### config.mk
export PLATFORM = sky130hd
export DESIGN_NAME = l2_cache_ctrl_burst
export DESIGN_NICKNAME = d
export VERILOG_FILES = /design/src/rtl/l2_cache_ctrl_burst.sv
export SDC_FILE = /design/constraint.sdc
export NUM_CORES = 1
export LEC_CHECK = 0
export ABC_CLOCK_PERIOD_IN_PS = 1700
export BUFFER_PORTS_ARGS = -buffer_cell sky130_fd_sc_hd__buf_4
export CAP_MARGIN = 10
export CELL_PAD_IN_SITES_DETAIL_PLACEMENT = 1
export CELL_PAD_IN_SITES_GLOBAL_PLACEMENT = 2
export CORE_AREA = 2 2 84 94
export CTS_CLUSTER_DIAMETER = 200
export DETAILED_ROUTE_END_ITERATION = 10
export DIE_AREA = 0 0 86 96
export PLACE_DENSITY_LB_ADDON = 0.1
export SLEW_MARGIN = 10
export SYNTH_ARGS = -nofsm -noshare
export SYNTH_HDL_FRONTEND = slang
export SYNTH_SLANG_ARGS = --single-unit
export TNS_END_PERCENT = 1
### constraint.sdc
create_clock -name clk -period 1.7 [get_ports clk]
set_input_delay 0.085 -clock clk [delete_from_list [all_inputs] [get_ports clk]]
set_output_delay 0.085 -clock clk [all_outputs]
set_load 0.005 [all_outputs]
### src/rtl/l2_cache_ctrl_burst.sv
`default_nettype none
// ---------------------------------------------------------------------------
// Module   : l2_cache_ctrl_burst
// Purpose  : N-way write-back L2 control FSM with burst pmem writeback/fill,
//            LRU victim selection and internal replay after each fill.
// Options  : L2_CTRL_STATS_EN builds the saturating hit/miss/writeback counters.
// Revision : 1.0
// ---------------------------------------------------------------------------
module l2_cache_ctrl_burst #(
    parameter int WAYS        = 2,
    parameter int BURST_BEATS = 4,
    parameter int CNT_W       = 32,
    localparam int WAY_W      = $clog2(WAYS),
    localparam int BEAT_W     = (BURST_BEATS > 1) ? $clog2(BURST_BEATS) : 1
) (
    input  logic              clk,
    input  logic              rst,
    input  logic              mem_read_i,
    input  logic              mem_write_i,
    input  logic              hit_i,
    input  logic [WAY_W-1:0]  hit_way_i,
    input  logic [WAY_W-1:0]  lru_way_i,
    input  logic [WAYS-1:0]   way_dirty_i,
    input  logic              pmem_resp_i,
    output logic              cache_resp_o,
    output logic              read_data_o,
    output logic              load_data_o,
    output logic              load_tag_o,
    output logic              set_valid_o,
    output logic              set_dirty_o,
    output logic              clear_dirty_o,
    output logic              load_lru_o,
    output logic [WAY_W-1:0]  way_sel_o,
    output logic [BEAT_W-1:0] beat_idx_o,
    output logic              pmem_addr_sel_o,
    output logic              pmem_read_o,
    output logic              pmem_write_o,
    output logic              busy_o,
    output logic [CNT_W-1:0]  hit_count_o,
    output logic [CNT_W-1:0]  miss_count_o,
    output logic [CNT_W-1:0]  wb_count_o
);

    typedef enum logic [1:0] {
        S_IDLE       = 2'd0,
        S_HIT_DETECT = 2'd1,
        S_WRITEBACK  = 2'd2,
        S_FILL       = 2'd3
    } state_t;

    localparam logic [BEAT_W-1:0] LAST_BEAT = BEAT_W'(BURST_BEATS - 1);

    state_t            state_q, state_d;
    logic [WAY_W-1:0]  victim_q, victim_d;
    logic [BEAT_W-1:0] beat_q, beat_d;
    logic              req;
    logic              last_beat;

    assign req        = mem_read_i | mem_write_i;
    assign last_beat  = (beat_q == LAST_BEAT);
    assign beat_idx_o = beat_q;
    assign busy_o     = (state_q != S_IDLE);

    always_comb begin
        state_d         = state_q;
        victim_d        = victim_q;
        beat_d          = beat_q;
        cache_resp_o    = 1'b0;
        read_data_o     = 1'b0;
        load_data_o     = 1'b0;
        load_tag_o      = 1'b0;
        set_valid_o     = 1'b0;
        set_dirty_o     = 1'b0;
        clear_dirty_o   = 1'b0;
        load_lru_o      = 1'b0;
        way_sel_o       = '0;
        pmem_addr_sel_o = 1'b0;
        pmem_read_o     = 1'b0;
        pmem_write_o    = 1'b0;
        // Strobes are forced low while reset is held, even if a request is pending.
        if (!rst) begin
            case (state_q)
                S_IDLE: begin
                    if (req) begin
                        read_data_o = 1'b1;
                        state_d     = S_HIT_DETECT;
                    end
                end
                S_HIT_DETECT: begin
                    if (!req) begin
                        state_d = S_IDLE;
                    end else if (hit_i) begin
                        cache_resp_o = 1'b1;
                        load_lru_o   = 1'b1;
                        way_sel_o    = hit_way_i;
                        if (mem_write_i) begin
                            load_data_o = 1'b1;
                            set_dirty_o = 1'b1;
                        end else begin
                            read_data_o = 1'b1;
                        end
                        state_d = S_IDLE;
                    end else begin
                        victim_d = lru_way_i;
                        beat_d   = '0;
                        state_d  = way_dirty_i[lru_way_i] ? S_WRITEBACK : S_FILL;
                    end
                end
                S_WRITEBACK: begin
                    pmem_write_o    = 1'b1;
                    pmem_addr_sel_o = 1'b1;
                    way_sel_o       = victim_q;
                    read_data_o     = 1'b1;
                    if (pmem_resp_i) begin
                        if (last_beat) begin
                            clear_dirty_o = 1'b1;
                            beat_d        = '0;
                            state_d       = S_FILL;
                        end else begin
                            beat_d = beat_q + BEAT_W'(1);
                        end
                    end
                end
                S_FILL: begin
                    pmem_read_o = 1'b1;
                    way_sel_o   = victim_q;
                    if (pmem_resp_i) begin
                        load_data_o = 1'b1;
                        if (last_beat) begin
                            load_tag_o  = 1'b1;
                            set_valid_o = 1'b1;
                            load_lru_o  = 1'b1;
                            beat_d      = '0;
                            state_d     = S_HIT_DETECT;
                        end else begin
                            beat_d = beat_q + BEAT_W'(1);
                        end
                    end
                end
                default: state_d = S_IDLE;
            endcase
        end
    end

    always_ff @(posedge clk or posedge rst) begin
        if (rst) begin
            state_q  <= S_IDLE;
            victim_q <= '0;
            beat_q   <= '0;
        end else begin
            state_q  <= state_d;
            victim_q <= victim_d;
            beat_q   <= beat_d;
        end
    end

`ifdef L2_CTRL_STATS_EN
    logic             replay_q, replay_d;
    logic             hit_evt, miss_evt, wb_evt;
    logic [CNT_W-1:0] hit_cnt_q, miss_cnt_q, wb_cnt_q;

    assign hit_evt  = (state_q == S_HIT_DETECT) && req && hit_i && !replay_q;
    assign miss_evt = (state_q == S_HIT_DETECT) && req && !hit_i && !replay_q;
    assign wb_evt   = (state_q == S_WRITEBACK) && pmem_resp_i && last_beat;

    // Replay marks the post-fill pass so it is not counted a second time.
    always_comb begin
        replay_d = replay_q;
        if (state_q == S_FILL && pmem_resp_i && last_beat) begin
            replay_d = 1'b1;
        end else if (state_q == S_HIT_DETECT && (!req || hit_i)) begin
            replay_d = 1'b0;
        end
    end

    always_ff @(posedge clk or posedge rst) begin
        if (rst) begin
            replay_q   <= 1'b0;
            hit_cnt_q  <= '0;
            miss_cnt_q <= '0;
            wb_cnt_q   <= '0;
        end else begin
            replay_q <= replay_d;
            if (hit_evt && hit_cnt_q != '1) begin
                hit_cnt_q <= hit_cnt_q + CNT_W'(1);
            end
            if (miss_evt && miss_cnt_q != '1) begin
                miss_cnt_q <= miss_cnt_q + CNT_W'(1);
            end
            if (wb_evt && wb_cnt_q != '1) begin
                wb_cnt_q <= wb_cnt_q + CNT_W'(1);
            end
        end
    end

    assign hit_count_o  = hit_cnt_q;
    assign miss_count_o = miss_cnt_q;
    assign wb_count_o   = wb_cnt_q;
`else
    assign hit_count_o  = '0;
    assign miss_count_o = '0;
    assign wb_count_o   = '0;
`endif

endmodule
`default_nettype wire
**Yosys cells after proc, flatten, opt, wreduce, memory -nomap -nowiden**

Cells that the tools add are included.
Widths: inputs -> output; s select.

- Mux-type cells: 50
- $add $sub $neg: 1
- Bitwise logic cells: 3
- Equality and inequality tests: 12
- Reductions and logical operators: 7
- $lt $le $gt $ge: 1

Operators with widths:

| cell | count |
|---|---|
| $mux 1 | 33 |
| $mux 2 | 11 |
| $ne 2x2->1 const B | 7 |
| $pmux 2 s4 | 1 |
| $eq 2x2->1 const B | 3 |
| $pmux 1 s2 | 3 |
| $reduce_and 6->1 | 1 |
| $reduce_and 5->1 | 1 |
| $pmux 2 s2 | 1 |
| $reduce_and 4->1 | 1 |
| $reduce_bool 2->1 | 2 |
| $pmux 1 s3 | 1 |
| $add 2x1->2 const B | 1 |
| $eq 2x1->1 const B | 1 |
| $logic_not 2->1 | 1 |
| $lt 1x2->1 const B | 1 |
| $ne 2x1->1 const B | 1 |
| $not 1->1 | 2 |
| $reduce_or 2->1 | 1 |
| $or 1x1->1 | 1 |

- Bits in registers: 5
- Input bits: 10
- Logic and storage cells: 77

**Longest topological paths before layout**

Gate-level depths: netlist (run 1).

- Word-level depth: 6
- Gate-level depth with buffers: 6

**Worst setup path after synthesis (run 1)**

OpenSTA, ideal clock, no wires.

- Path kind: register to register
- Start: reg state_q[0]
- End: reg beat_q[0], in the netlist beat_idx_o[0]
- Buffers on the path: 0
- Path slack: 0.150 ns
- Library setup time: 0.121 ns
- Stages on the path, launching flop included: 7
- Arrival: 1.429 ns
- Cells stage by stage: dfrtp_1 > inv_1 > ha_1 > or2_4 > a21oi_2 > o211ai_1 > a22o_1

- Word-level cells in the longest chain between the ends: 4
- Elaborated cells between the ends (all ways): 10

Ends and longest elaborated chain:

| what | line | source |
|---|---|---|
| start, declared | 53 | `state_t state_q, state_d;` |
| start signal, assigned | 151 | `state_q <= state_d;` |
| $eq 2x2->1 | 82 | `case (state_q)` |
| $reduce_or 2->1 (no source line) | - |  |
| $ne 2x1->1 (no source line) or $reduce_bool 2->1 (tied branches) | - |  |
| $reduce_and 5->1 (no source line) | - |  |
| end signal, assigned | 153 | `beat_q <= beat_d;` |
| end, declared | 55 | `logic [BEAT_W-1:0] beat_q, beat_d;` |

Parallel ways exist; a longest one is shown, timed or not.
A chain may end at the register's enable or synchronous reset.

**Final worst setup path (run 1)**

- Start: reg state_q[0]
- End: out way_sel_o

- Word-level cells in the longest chain between the ends: 4
- Elaborated cells between the ends (all ways): 6

Ends and longest elaborated chain:

| what | line | source |
|---|---|---|
| $eq 2x2->1 | 82 |  |
| $reduce_or 2->1 (no source line) | - |  |
| $pmux 1 s2 * | 82 |  |
| $mux 1 * | 81 | `if (!rst) begin` |
| end, declared | 33 | `output logic [WAY_W-1:0] way_sel_o,` |

Every way passes the cells marked *; elsewhere a longest branch is shown, timed or not.

==> results.cfg, run 1 <==
[outcome]
outcome = complete, no violations

[cts]
cts_tree = yes
path_clk_slew_ps = 40
cts_sinks = 5
clk-insertion-delay-late_ps = 220
clockBufferDepth = 2
clock-root-buffer = clkbuf_8
cts_buffers = 3
cts-htree-levels = 1

[hold_path]
min_to = victim_q
hold-path-cell-count = 2
min_from = lru_way_i
min_path_type = input port to register

[drt]
num_vias = 758
vias_per_cell = 2.82
wl_um = 2410
first_iter_violations = 5
avgRoutedWirePerCell_um = 8.94
first_pass_iters = 2
drc_errors = 0
drtAntennaViolNets = 0

[sta]
min_period_ps = 1610
setup_ws_ps = 87.3
hold_viol_final = 0
final-max-slew-violation-count = 0
post-route-period-util_pct = 94.9
fin_worst_skew_ps = 0.324
max_freq_mhz = 620
setup_viol = 0
rsz0062_at_grt = true

[setup_path]
ff2ff_path_depth = 5
end_kind = output pin
r2r_slack_ps = 100
worstReg2RegStart = state_q[0]
reg2reg_to = state_q[0]
startpoint_type = register
path_max_fanout = 6
critical_path_class = register to output pin
arrival_ps = 1530
cp.required_ps = 1620

[cells_and_area]
final_layout_size_suffix_gt1_share_pct = 25.8
fin_util_pct = 17.0
seqCellArea_um2 = 125
diodes = 0
fin_nets = 199
area_growth_pct = 1.85
multi_input_area_um2 = 731
fillers = 905

[placement]
portBuffers = 24
pre_cts_ws_ps = 79.0
place.gp.congestion = 0.746
dp_hpwl_um = 2120

[global_routing]
antenna_found_initial = 0
first_global_vias = 642
grt_max_degree = 10
grt_pass1_wl_um = 3140
grt_overflow = 0
grt_usage_pct = 5.06

[logic_synthesis]
synth-edff-count = 0
synth_top_area_share_pct = 60.4
ys_seq_area_share_pct = 10.3
postSynthCellCount = 154
syn_area_um2 = 1220
synth.area.top_cells = buf_4 60%, dfrtp_1 10%, ha_1 6.2%
yosys_warnings = 0
ys.flop_type = dfrtp_1
synth_cell_types = 31
synth_top_area_cell = buf_4
ys_ff_latch = 5
avgSynthCellArea_um2 = 7.91
synthArstFlopShare_pct = 100

[die]
fp.dieArea_um2 = 8260
die_y_um = 96
initial_core_util_pct = 16.7
chipWidth_um = 86
pin_count = 121
rows = 33
core-area_um2 = 7310

[pwr]
p_total_mw = 1.12
leakagePower_nw = 0.724
p_per_area_nw_per_um2 = 899
ir_drop_mv = 0.207

[job]
drv_cap = 0
worst max-delay path: stages (launching register included):
cell and delay, ps:
dfrtp_1 400, ha_2 250, or2_4 290, a22oi_2 170, nor3_2 60, buf_4 130
worst max-delay path by stage:
stage,to,start,cells past startpoint
2_1_floorplan,beat_idx_o[0],state_q[0],6
3_3_place_gp,beat_idx_o[0],state_q[0],5
3_5_place_dp,beat_idx_o[0],state_q[0],5
4_1_cts,way_sel_o,state_q[0],5
5_1_grt,way_sel_o,state_q[0],5
6_report,way_sel_o,state_q[0],5
per-stage QoR:
| stage | hold WS [ps] | TNS, ps | area [µm²] | cells |
|---|---|---|---|---|
| after floorplan | 45.4 | 0 | 1580 | 249 |
| after global placement | 107 | 0 | 1140 | 263 |
| after detailed placement | 99.6 | 0 | 1140 | 263 |
| after CTS | 112 | 0 | 1220 | 269 |
| after global routing | 115 | -3.12 | 1240 | 269 |
| final | 114 | 0 | 1240 | 269 |
final cells by class:
| cell class | instances | area share [%] |
|---|---|---|
| Sequential cell | 5 | 10.1 |
| Timing Repair Buffer | 28 | 17.1 |
| Multi-Input combinational cell | 140 | 58.9 |
| Tap cell | 87 | 8.77 |
| Inverter | 5 | 1.51 |
| Clock buffer | 4 | 3.63 |
placed cells by master, fill, tap and decap left out, types with 2 or more instances in the layout:
master	Yosys	final
a21oi_1	2	2
and3_1	2	2
buf_4	98	27
clkbuf_8	0	3
conb_1	1	96
dfrtp_1	5	5
ha_1	6	3
ha_2	0	2
inv_1	5	3
inv_2	0	2
mux2i_1	3	3
nor2_1	4	2
nor2_2	1	3
nor2b_1	2	2
nor3_1	4	2
nor3_2	0	2
o21ai_0	2	2
kinds of logic (layout without fill, tap and decap cells):
logic type | Yosys count | count (layout) | share of synthesized area [%]
buffers and inverters | 104 | 37 | 62.3
AND/OR/NAND/NOR | 22 | 22 | 10.6
AO/OA/AOI/OAI | 13 | 13 | 7.91
adder cells (fa/ha/maj) | 6 | 6 | 6.16
flip-flops | 5 | 5 | 10.3
multiplexers | 3 | 3 | 2.46
other | 1 | 96 | 0.308
state kept, by name (all words and copies together), names as in the netlist:
| signal | cells |
|---|---|
| beat_idx_o | 2 |
| state_q | 2 |
| victim_q | 1 |
cell usage after synthesis, drive strengths merged (3+ instances only):
library cell	instances
buf	99
ha	6
dfrtp	5
inv	5
nor2	5
nor3	4
a21oi	3
mux2i	3
power by group:
part           internal [mW]  switching, mW
combinational          0.319          0.357
sequential             0.167         0.0440
clock                  0.162         0.0669
repair_timing:
action,CTS,global route
resized for setup,4,8
hold buffers,1,0
setup buffers,1,0
setup endpoints to repair,5,7
pin swaps,1,3
hold endpoints to repair,5,0
routing by layer:
layer | GRT usage, % | vias up | routed length, µm
li1 | - | 352 | -
met2 | 9.95 | 62 | 1340
met1 | 4.67 | 340 | 758
met3 | 1.11 | 4 | 264
met5 | 0 | - | 0
met4 | 3.17 | 0 | 41
No activity file was read; power rests on OpenSTA's default activity.
==> run 2, diff against run 1 <==
--- a/config.mk
+++ b/config.mk
@@ -5,15 +5,16 @@
 export SDC_FILE = /design/constraint.sdc
 export NUM_CORES = 1
 export LEC_CHECK = 0
+export ABC_AREA = 1
 export ABC_CLOCK_PERIOD_IN_PS = 1700
 export BUFFER_PORTS_ARGS = -buffer_cell sky130_fd_sc_hd__buf_4
 export CAP_MARGIN = 10
 export CELL_PAD_IN_SITES_DETAIL_PLACEMENT = 1
 export CELL_PAD_IN_SITES_GLOBAL_PLACEMENT = 2
-export CORE_AREA = 2 2 84 94
+export CORE_AREA = 2 2 87 98
 export CTS_CLUSTER_DIAMETER = 200
 export DETAILED_ROUTE_END_ITERATION = 10
-export DIE_AREA = 0 0 86 96
+export DIE_AREA = 0 0 89 100
 export PLACE_DENSITY_LB_ADDON = 0.1
 export SLEW_MARGIN = 10
 export SYNTH_ARGS = -nofsm -noshare
==> run 2 against run 1 <==
Hold slack improved by 52 ps. Critical path type unchanged. Cell area up 6.4%. Clock-buffer cell count did not move. Utilization fell by 0.60 points.
==> results.cfg, run 2 <==
[pwr]
leakagePower_nw = 0.778
p_switching_mw = 0.438
p_per_area_nw_per_um2 = 742
p_total_mw = 0.979
internal_power_mw = 0.542
ir_drop_mv = 0.153
p_seq_share_pct = 22.4
pwr-share-clk_pct = 22.6
swShare_pct = 44.7
p_comb_share_pct = 54.9

[cts]
clockBufferDepth = 2
path_clk_slew_ps = 40
cts_buffers = 3
cts_setup_buffers = 0
clock-root-buffer = clkbuf_8
clk-insertion-delay-late_ps = 220
cts_tree = yes
cts-htree-levels = 1
cts_sinks = 5

[logic_synthesis]
avgSynthCellArea_um2 = 6.89
postSynthCellCount = 190
synth-edff-count = 0
synth_cell_types = 21
synth_top_area_cell = buf_4
synth.area.top_cells = buf_4 56%, dfrtp_1 9.6%, nand2_1 7.7%
ys_ff_latch = 5
synth_top_area_share_pct = 56.2
ys.flop_type = dfrtp_1
ys_seq_area_share_pct = 9.55
yosys_warnings = 0
yosysMostFrequentCell = buf_4
synthArstFlopShare_pct = 100
syn_area_um2 = 1310
synthTopCellsByCount = 98 x buf_4, 27 x nand2_1, 14 x inv_1

[global_routing]
grt_pass1_wl_um = 3910
grt_usage_pct = 5.82
grt_overflow = 0
grt_max_degree = 11
first_global_vias = 807
antenna_found_initial = 0

[sta]
min_period_ps = 1540
tns_ps = 0
whs_ps = 166
rsz0062_at_grt = false
post-route-period-util_pct = 90.6
max_freq_mhz = 649
hold_viol_final = 0
fin_worst_skew_ps = 2.97
setup_viol = 0
final-max-slew-violation-count = 0

[cells_and_area]
diodes = 0
layout_common_cells = 96 x conb_1, 27 x nand2_1, 24 x buf_4
fin_nets = 232
area_growth_pct = 0.764
layout_commonest_cell = conb_1
final_layout_size_suffix_gt1_share_pct = 20.9

[setup_path]
path_max_fanout = 4
worstReg2RegStart = state_q[0]
end_kind = output pin
startpoint = state_q[0]
startpoint_type = register
arrival_ps = 1460
critical_path_class = register to output pin
cp.required_ps = 1620

[die]
pin_count = 121
fp.dieArea_um2 = 8900
core-area_um2 = 8060
rows = 35
initial_core_util_pct = 16.3
chipWidth_um = 89
die_y_um = 100

[drt]
first_iter_violations = 14
avgRoutedWirePerCell_um = 8.18
num_vias = 879
drt-met1-wl_um = 979
top_layer = met4
vias_per_cell = 2.70
wl_met3_um = 267
drc_errors = 0
drtAntennaViolNets = 0
met2_length_um = 1380
first_pass_iters = 2
wl_um = 2670

[hold_path]
min_from = lru_way_i
min_path_type = input port to register

[job]
drv_cap = 0

[outcome]
outcome = complete, no violations

[placement]
portBuffers = 24
dp_hpwl_um = 2440
place.gp.congestion = 0.639
-- run 2: changes by cell type in the layout (fill, tap and decap cells not counted), moves of 3 or more --
cell,before,now
nand2_1,1,27
inv_1,3,12
nor2_1,2,11
a21oi_1,2,5
buf_4,27,24
inv_2,2,5
mux2i_1,3,0
nand2_2,1,4
nand3_1,0,3
-- run 2: power by group through the flow --
stage          clock network [mW]  registers, mW  logic (mW)
3_3_place_gp                    0          0.216       0.533
6_report                    0.222          0.220       0.538
3_5_place_dp                    0          0.213       0.521
4_1_cts                     0.231          0.212       0.531
2_1_floorplan                   0          0.197       0.490
5_1_grt                     0.241          0.230       0.646
-- run 2: final cells by class --
class,instances,area (µm²)
clock buffer,4,45.0
fill,1060,6740
inverter,18,70.1
timing repair buffer,25,190
tap,111,139
multi-input combinational,163,749
sequential,5,126
-- run 2: logic make-up (layout without fill, tap and decap cells) --
kind of cell | after synthesis | after routing | share of synthesized area (%)
AOI/OAI and AO/OA | 9 | 9 | 3.63
and+or+nand+nor | 52 | 52 | 18.4
DFF | 5 | 5 | 9.55
buffers and inverters | 117 | 47 | 62.4
adders and majority gates | 6 | 6 | 5.73
other | 1 | 96 | 0.286
-- run 2: path summary, 6_finish.rpt --
kind	end	slack [ps]	cells past startpoint
min	victim_q	170	3
max reg2reg	state_q[1]	370	8
min in group asynchronous	victim_q	380	3
max in group asynchronous	state_q[0]	1170	3
max	clear_dirty_o	160	5
min reg2reg	beat_idx_o[1]	510	2
-- run 2: metal layers --
layer | vias to the layer above | track usage (%)
met3 | 5 | 1.07
met1 | 380 | 6.20
met4 | 0 | 2.41
met2 | 68 | 11.0
met5 | - | 0
li1 | 426 | -
-- run 2: repair_timing --
action / 4_1_cts / 5_1_grt
hold endpoints to repair: 5 / 0
hold buffers: 1 / 0
resized for setup: 2 / 7
endpoints found under the setup margin: 4 / 4
-- run 2: critical path, stage by stage, from the launching register on --
cell	delay [ps]
dfrtp_2	440
inv_2	90
ha_2	210
inv_2	70
nor4_1	260
buf_4	170
-- run 2: metrics by stage --
step / utilization [%] / area, µm² / setup WS, ps / instances
CTS: 16.1 / 1300 / 8.06 / 326
global placement: 15.4 / 1240 / 96.2 / 321
global route: 16.4 / 1320 / 2.58 / 326
finish: 16.4 / 1320 / 159 / 326
floorplan: - / 1670 / 455 / 285
detailed placement: 15.4 / 1240 / 154 / 321
